==> src/rtl/dmg_vram_pkg.sv <==
// Shared types and widths for the VRAM bus arbiter slice.
package dmg_vram_pkg;

  localparam int unsigned ADDR_W = 13;
  localparam int unsigned DATA_W = 8;

  typedef enum logic [1:0] {OWN_PPU, OWN_DMA, OWN_CPU} owner_e;
  typedef enum logic [1:0] {ST_IDLE, ST_ACC, ST_DONE} state_e;

  // Meaning of the round-robin last_grant bit: who was served most recently.
  localparam logic LG_DMA = 1'b0;
  localparam logic LG_CPU = 1'b1;

endpackage

==> src/rtl/vram_arb_pick.sv <==
// Combinational grant picker: PPU always first, then DMA/CPU by fixed or
// round-robin policy (round-robin when VRAM_ARB_RR_EN is defined).
module vram_arb_pick
  import dmg_vram_pkg::*;
(
  input  logic       ppu_req_i,
  input  logic       dma_req_i,
  input  logic       cpu_req_i,
  input  logic       ppu_lock_i,
  input  logic       last_grant_i,
  output logic [2:0] grant_o,
  output logic       blocked_o
);

`ifndef VRAM_ARB_RR_EN
  logic unused_last_grant;
  assign unused_last_grant = last_grant_i;
`endif

  always_comb begin
    grant_o   = '0;
    blocked_o = 1'b0;
    if (ppu_req_i) begin
      grant_o[OWN_PPU] = 1'b1;
    end else if (dma_req_i && cpu_req_i && !ppu_lock_i) begin
`ifdef VRAM_ARB_RR_EN
      if (last_grant_i == LG_CPU) grant_o[OWN_DMA] = 1'b1;
      else                        grant_o[OWN_CPU] = 1'b1;
`else
      grant_o[OWN_DMA] = 1'b1;
`endif
    end else if (dma_req_i) begin
      grant_o[OWN_DMA] = 1'b1;
    end else if (cpu_req_i) begin
      // A locked-out CPU never competes; it only completes when nobody else waits.
      if (ppu_lock_i) blocked_o = 1'b1;
      else            grant_o[OWN_CPU] = 1'b1;
    end
  end

endmodule

==> src/rtl/vram_bus_arbiter.sv <==
// VRAM bus arbiter: PPU/DMA/CPU share one external bus, fixed-length accesses,
// CPU lockout in mode 3. Define VRAM_ARB_RR_EN for DMA/CPU round-robin.
module vram_bus_arbiter
  import dmg_vram_pkg::*;
#(
  parameter int unsigned        ACCESS_CYC = 2,
  parameter logic [DATA_W-1:0]  LOCK_RDATA = 8'hff
) (
  input  logic              clk1,
  input  logic              reset,
  input  logic              ppu_lock,
  input  logic              ppu_req,
  input  logic [ADDR_W-1:0] ppu_addr,
  output logic              ppu_done,
  input  logic              dma_req,
  input  logic [ADDR_W-1:0] dma_addr,
  output logic              dma_done,
  input  logic              cpu_req,
  input  logic              cpu_we,
  input  logic [ADDR_W-1:0] cpu_addr,
  input  logic [DATA_W-1:0] cpu_wdata,
  output logic              cpu_done,
  output logic [DATA_W-1:0] rdata,
  output logic [ADDR_W-1:0] ma,
  output logic [DATA_W-1:0] md_out,
  input  logic [DATA_W-1:0] md_in,
  output logic              md_oe,
  output logic              moe,
  output logic              mwr,
  output logic              mcs
);

  localparam logic [2:0] CNT_LOAD = 3'(ACCESS_CYC - 1);

  state_e              state_q, state_d;
  owner_e              own_q, own_d;
  logic [ADDR_W-1:0]   addr_q, addr_d;
  logic [DATA_W-1:0]   wdata_q, wdata_d;
  logic [DATA_W-1:0]   rdata_q, rdata_d;
  logic [2:0]          cnt_q, cnt_d;
  logic                we_q, we_d;
  logic                blk_q, blk_d;
  logic [2:0]          grant;
  logic                blocked;
  logic                arb_en;
  logic                last_grant;

  assign arb_en = (state_q != ST_ACC);

  vram_arb_pick u_pick (
    .ppu_req_i    (ppu_req),
    .dma_req_i    (dma_req),
    .cpu_req_i    (cpu_req),
    .ppu_lock_i   (ppu_lock),
    .last_grant_i (last_grant),
    .grant_o      (grant),
    .blocked_o    (blocked)
  );

`ifdef VRAM_ARB_RR_EN
  logic lg_q, lg_d;

  always_comb begin
    lg_d = lg_q;
    if (arb_en) begin
      if (grant[OWN_DMA])                 lg_d = LG_DMA;
      else if (grant[OWN_CPU] || blocked) lg_d = LG_CPU;
    end
  end

  always_ff @(posedge clk1) begin
    if (reset) lg_q <= LG_CPU;
    else       lg_q <= lg_d;
  end

  assign last_grant = lg_q;
`else
  assign last_grant = LG_CPU;
`endif

  always_comb begin
    state_d = state_q;
    own_d   = own_q;
    addr_d  = addr_q;
    we_d    = we_q;
    wdata_d = wdata_q;
    cnt_d   = cnt_q;
    rdata_d = rdata_q;
    blk_d   = 1'b0;
    case (state_q)
      ST_ACC: begin
        cnt_d = cnt_q - 3'd1;
        if (cnt_q == '0) begin
          if (!we_q) rdata_d = md_in;
          state_d = ST_DONE;
        end
      end
      default: begin
        // IDLE and DONE arbitrate identically, so back-to-back accesses skip IDLE.
        state_d = ST_IDLE;
        if (|grant) begin
          state_d = ST_ACC;
          cnt_d   = CNT_LOAD;
          if (grant[OWN_PPU]) begin
            own_d  = OWN_PPU;
            addr_d = ppu_addr;
            we_d   = 1'b0;
          end else if (grant[OWN_DMA]) begin
            own_d  = OWN_DMA;
            addr_d = dma_addr;
            we_d   = 1'b0;
          end else begin
            own_d   = OWN_CPU;
            addr_d  = cpu_addr;
            we_d    = cpu_we;
            wdata_d = cpu_wdata;
          end
        end else if (blocked) begin
          blk_d = 1'b1;
          if (!cpu_we) rdata_d = LOCK_RDATA;
        end
      end
    endcase
  end

  always_ff @(posedge clk1) begin
    if (reset) begin
      state_q <= ST_IDLE;
      own_q   <= OWN_PPU;
      addr_q  <= '0;
      we_q    <= 1'b0;
      wdata_q <= '0;
      cnt_q   <= '0;
      rdata_q <= '0;
      blk_q   <= 1'b0;
    end else begin
      state_q <= state_d;
      own_q   <= own_d;
      addr_q  <= addr_d;
      we_q    <= we_d;
      wdata_q <= wdata_d;
      cnt_q   <= cnt_d;
      rdata_q <= rdata_d;
      blk_q   <= blk_d;
    end
  end

  assign mcs      = (state_q == ST_ACC);
  assign moe      = mcs && !we_q;
  assign md_oe    = mcs && we_q;
  assign md_out   = md_oe ? wdata_q : '0;
  assign mwr      = md_oe && (cnt_q == '0);
  assign ma       = addr_q;
  assign rdata    = rdata_q;
  assign ppu_done = (state_q == ST_DONE) && (own_q == OWN_PPU);
  assign dma_done = (state_q == ST_DONE) && (own_q == OWN_DMA);
  assign cpu_done = ((state_q == ST_DONE) && (own_q == OWN_CPU)) || blk_q;

endmodule

==> config.mk <==
export PLATFORM = sky130hd
export DESIGN_NAME = vram_bus_arbiter
export DESIGN_NICKNAME = d
export VERILOG_FILES = /design/src/rtl/dmg_vram_pkg.sv /design/src/rtl/vram_arb_pick.sv /design/src/rtl/vram_bus_arbiter.sv
export SDC_FILE = /design/constraint.sdc
export NUM_CORES = 1
export LEC_CHECK = 0
export CAP_MARGIN = 20
export CORE_MARGIN = 2
export CORE_UTILIZATION = 39
export DETAILED_ROUTE_END_ITERATION = 12
export PLACE_DENSITY_LB_ADDON = 0.05
export REMOVE_ABC_BUFFERS = 1
export SLEW_MARGIN = 0
export SYNTH_ARGS = -nofsm -noshare
export SYNTH_HDL_FRONTEND = slang
export SYNTH_SLANG_ARGS = --single-unit
==> constraint.sdc <==
create_clock -name clk1 -period 2 [get_ports clk1]
set_input_delay 0.2 -clock clk1 [delete_from_list [all_inputs] [get_ports clk1]]
set_output_delay 0.2 -clock clk1 [all_outputs]
set_load 0.05 [all_outputs]
==> results of run 1 <==
registers in the layout (all words and copies together), names as in the netlist:
name     count
rdata        8
cnt_q        3
blk_q        1
we_q         1
state_q      2
ma          13
wdata_q      8
own_q        2
logic make-up (layout without fill, tap and decap cells):
group	count (synthesis)	after routing
AND/OR/NAND/NOR	95	95
AO/OA/AOI/OAI	59	59
flip-flops	38	38
buffers and inverters	26	128
multiplexers	12	12
adder cells (fa/ha/maj)	2	2
XOR/XNOR	1	1
cells in the mapped netlist, drive strengths merged:
cell type | count | area share [%]
nor4b | 1 | 0.48
clkbuf | 8 | 1.7
a32oi | 1 | 0.48
mux2i | 12 | 6.6
nand2b | 4 | 1.5
xor2 | 1 | 0.48
nor4bb | 2 | 1.1
nand3 | 3 | 0.83
nand4bb | 1 | 0.62
nor3b | 1 | 0.41
o21ai | 14 | 3.9
or4 | 1 | 0.62
a22oi | 1 | 1.2
a211oi | 1 | 0.41
ha | 2 | 1.4
inv | 13 | 2.7
nor2b | 1 | 0.34
nor2 | 11 | 2.3
or2 | 2 | 0.83
nor4 | 1 | 0.34
a21oi | 33 | 9.1
o22a | 1 | 0.48
nor3 | 2 | 0.83
nand2 | 57 | 12
and3 | 8 | 2.8
buf | 5 | 1.7
dfxtp | 38 | 42
o21a | 8 | 3.3
layout make-up:
type | count | share of cell area (%)
timing repair buffer | 108 | 37.1
multi-input combinational | 169 | 30.7
clock buffer | 6 | 2.69
tap | 52 | 2.12
clock inverter | 1 | 0.977
sequential | 38 | 24.8
inverter | 13 | 1.59
worst paths after layout:
path,end,slack [ns]
setup / recovery,md_out[2],0.21
hold reg to reg,wdata_q[5],0.45
setup reg to reg,rdata[4],0.34
hold / removal,wdata_q[4],0.45
power groups by stage:
| stage | sequential [mW] | combinational [mW] | clock [mW] |
|---|---|---|---|
| final | 0.842 | 0.634 | 0.668 |
| after global routing | 0.849 | 0.684 | 0.719 |
| after CTS | 0.841 | 0.640 | 0.678 |
| after detailed placement | 0.858 | 0.637 | 0 |
| after global placement | 0.856 | 0.633 | 0 |
| after floorplan | 0.987 | 0.194 | 0 |
worst max-delay path: stages (launching register included):
cell	delay, ns
sky130_fd_sc_hd__dfxtp_1	0.35
sky130_fd_sc_hd__nand2b_2	0.26
sky130_fd_sc_hd__inv_2	0.10
sky130_fd_sc_hd__buf_4	0.21
sky130_fd_sc_hd__and3_1	0.24
sky130_fd_sc_hd__buf_12	0.15
per-layer routing:
layer  wire (um)  track usage (%)
met4          78             7.55
met2        2520             35.7
met3         290             5.28
met1        2130             24.2
met5           0                0
==> impl_results.rst, run 1 <==
.. list-table::
   :header-rows: 1

   * - Metric
     - Value
   * - Status
     - complete, no violations
   * - Largest family of logic cells by synthesized area
     - simple AND/OR/NAND/NOR gates
   * - First-pass GRT wire length
     - about 8300 um
   * - Total of fill cells in the finished design
     - between 300 and 400
   * - Worst slew margin
     - a little over three fifths
   * - Number of buffers between clock root and the deepest sink
     - 2
   * - Share of power burned in registers
     - around two fifths
   * - Via count of the first global-routing pass
     - about 1900
   * - Fmax
     - approximately 0.56 GHz
   * - Area Growth Syn to Fin
     - 69.3%
   * - Final wirelength
     - roughly 5000 um
   * - Reg clk slew, reported paths
     - around 0.070 ns
   * - Hold-critical path depth
     - 3
   * - Setup Buffers After CTS
     - 0
   * - Launch point of the worst reg-to-reg path
     - state_q[1]
   * - Number of distinct standard cells referenced by the synthesized netlist
     - 34
   * - Fraction of the mapped netlist area in adder cells
     - between 1 and 1.5%
   * - Storage cell area
     - 761 um2
   * - Pin count of the biggest net entering global routing
     - 39
   * - Routability cong.
     - about 0.8
   * - Int Power
     - 1.49 mW
   * - Synth Register Bits
     - 38
   * - Synth Cell Area
     - ~1800 um2
   * - Worst Setup End Kind
     - primary output
   * - Number of endpoints with negative hold slack in the final report
     - 0
   * - Nets
     - approximately 400
   * - Count of mapped cells out of synthesis
     - between 200 and 250
   * - Setup-violating endpoint count in the final report
     - 0
   * - Final setup margin
     - approximately 0.21 ns
   * - Hold-fix buffers, CTS
     - 0
   * - Commonest non-fill, non-tap cells in the layout
     - sky130_fd_sc_hd__clkdlybuf4s50_1, sky130_fd_sc_hd__nand2_1, sky130_fd_sc_hd__dfxtp_1
   * - Launch instance of the worst min-delay path
     - cpu_wdata[4]
   * - Std cell rows
     - 24
   * - Setup repair after global routing missed its margin
     - false
   * - Total power
     - roughly 2.1 mW
   * - Post-detailed-route wirelength per cell
     - 13.0 um
   * - Static leakage
     - about 1.3 nW
   * - Die Footprint
     - about 5200 um2
   * - Antenna violations before repair
     - 0
   * - Vias per cell
     - just under 5
   * - Tightest hold margin
     - ~0.45 ns
   * - Worst r2r path cells
     - 5
   * - # Max-Cap Violations
     - 0
   * - Most frequent standard cell in the layout excluding fill and tap cells
     - sky130_fd_sc_hd__clkdlybuf4s50_1
   * - Clock Skew
     - around 0.0022 ns
   * - Total inserted antenna cells
     - 0
   * - Worst slack after detailed placement
     - between 0.1 and 0.15 ns
   * - Number of non-filler instances in the completed layout
     - around 390
   * - Max-slew violation count
     - 0
   * - Summed negative setup slack over all endpoints
     - 0 ns
   * - I/O Buffers
     - a little under 100
   * - Placed cell area
     - slightly below 3000 um2
   * - Compound-cell area share of the yosys netlist
     - between 10% and 20%
   * - Proportion of power drawn by the clock network
     - 31.2%
   * - Starting DRT DRC Count
     - ~120
   * - Die X-Extent
     - 72.2 um
   * - Core outline area
     - approximately 4400 um2
   * - Startpoint-to-endpoint class of the critical path
     - reg -> out
   * - Warning count from the yosys run
     - 0
   * - Global route total overflow
     - 0
   * - Net Sw Frac
     - between 30% and 40%
   * - Power spent charging and discharging nets
     - approximately 650 uW
   * - Placed wire-length estimate after detailed placement
     - 3630 um
   * - Post-route cell area
     - slightly above 3000 um2
   * - Count of boundary I/O pins
     - 98
   * - Share of post-route cells with drive strength above 1
     - 11.9%
   * - Final period utilization
     - ~90%
   * - Starting utilization of the core area
     - 41.1%
   * - Clk_lat worst skew
     - roughly 0.29 ns
   * - Total instance count after detailed placement
     - 380
   * - Share of the synthesized netlist area taken by xor and xnor gates
     - less than 1%
   * - Final standard cell utilization of the core
     - between 60% and 70%
   * - CTS tree
     - built
   * - Number of cells upsized or downsized after cts
     - 0
   * - Vias
     - 1925
   * - Type of the worst min-delay path
     - in -> reg
   * - Detailed-route DRC error count
     - 0
   * - Number of buffers created by CTS
     - 5
   * - GRT Util Overall
     - approximately a fifth
   * - Minimum clock period after layout
     - 1.79 ns
   * - Worst IR Drop VDD
     - roughly 0.44 mV
   * - Sink Count
     - 38
   * - Area occupied by multi-input gates
     - between 900 and 1000 um2
   * - Vertical extent of the die
     - around 72 um
   * - Crit path required time
     - 1.80 ns
   * - Data arrival time of the critical path
     - about 1.6 ns
   * - Beginning of the critical path
     - state_q[1]
   * - Fraction of power consumed by combinational cells
     - approximately 30%
   * - Post-synthesis mux area share
     - 6.62%
   * - Maximum level of the CTS H-tree
     - 2
   * - Remaining antenna violation count after routing
     - 0
   * - Worst slew pin tran
     - around 0.56 ns
   * - Power density normalized to cell area
     - 698 nW/um2
   * - Root buffer cell
     - sky130_fd_sc_hd__clkbuf_8
   * - Number of optimization iterations in the first detailed-route pass
     - 4
   * - Synth Area in Simple Gates
     - between 20% and 30%
   * - Kind of start point of the critical path
     - register
   * - Critical path fanouts, max
     - 16
   * - Mean area per synthesized cell
     - ~8 um2
   * - Sequential area share after synthesis
     - about two fifths
Power figures use the tool's default switching activity.
==> run 2: changes to the inputs <==
--- a/config.mk
+++ b/config.mk
@@ -5,7 +5,7 @@
 export SDC_FILE = /design/constraint.sdc
 export NUM_CORES = 1
 export LEC_CHECK = 0
-export CAP_MARGIN = 20
+export CAP_MARGIN = 40
 export CORE_MARGIN = 2
 export CORE_UTILIZATION = 39
 export DETAILED_ROUTE_END_ITERATION = 12
==> results of run 2 <==
The final DEF is identical to that of run 1; final timing and power are the same.
==> run 3: changes to the inputs <==
--- a/config.mk
+++ b/config.mk
@@ -5,7 +5,6 @@
 export SDC_FILE = /design/constraint.sdc
 export NUM_CORES = 1
 export LEC_CHECK = 0
-export CAP_MARGIN = 40
 export CORE_MARGIN = 2
 export CORE_UTILIZATION = 39
 export DETAILED_ROUTE_END_ITERATION = 12
==> results of run 3 <==
The final DEF is identical to that of run 1; final timing and power are the same.
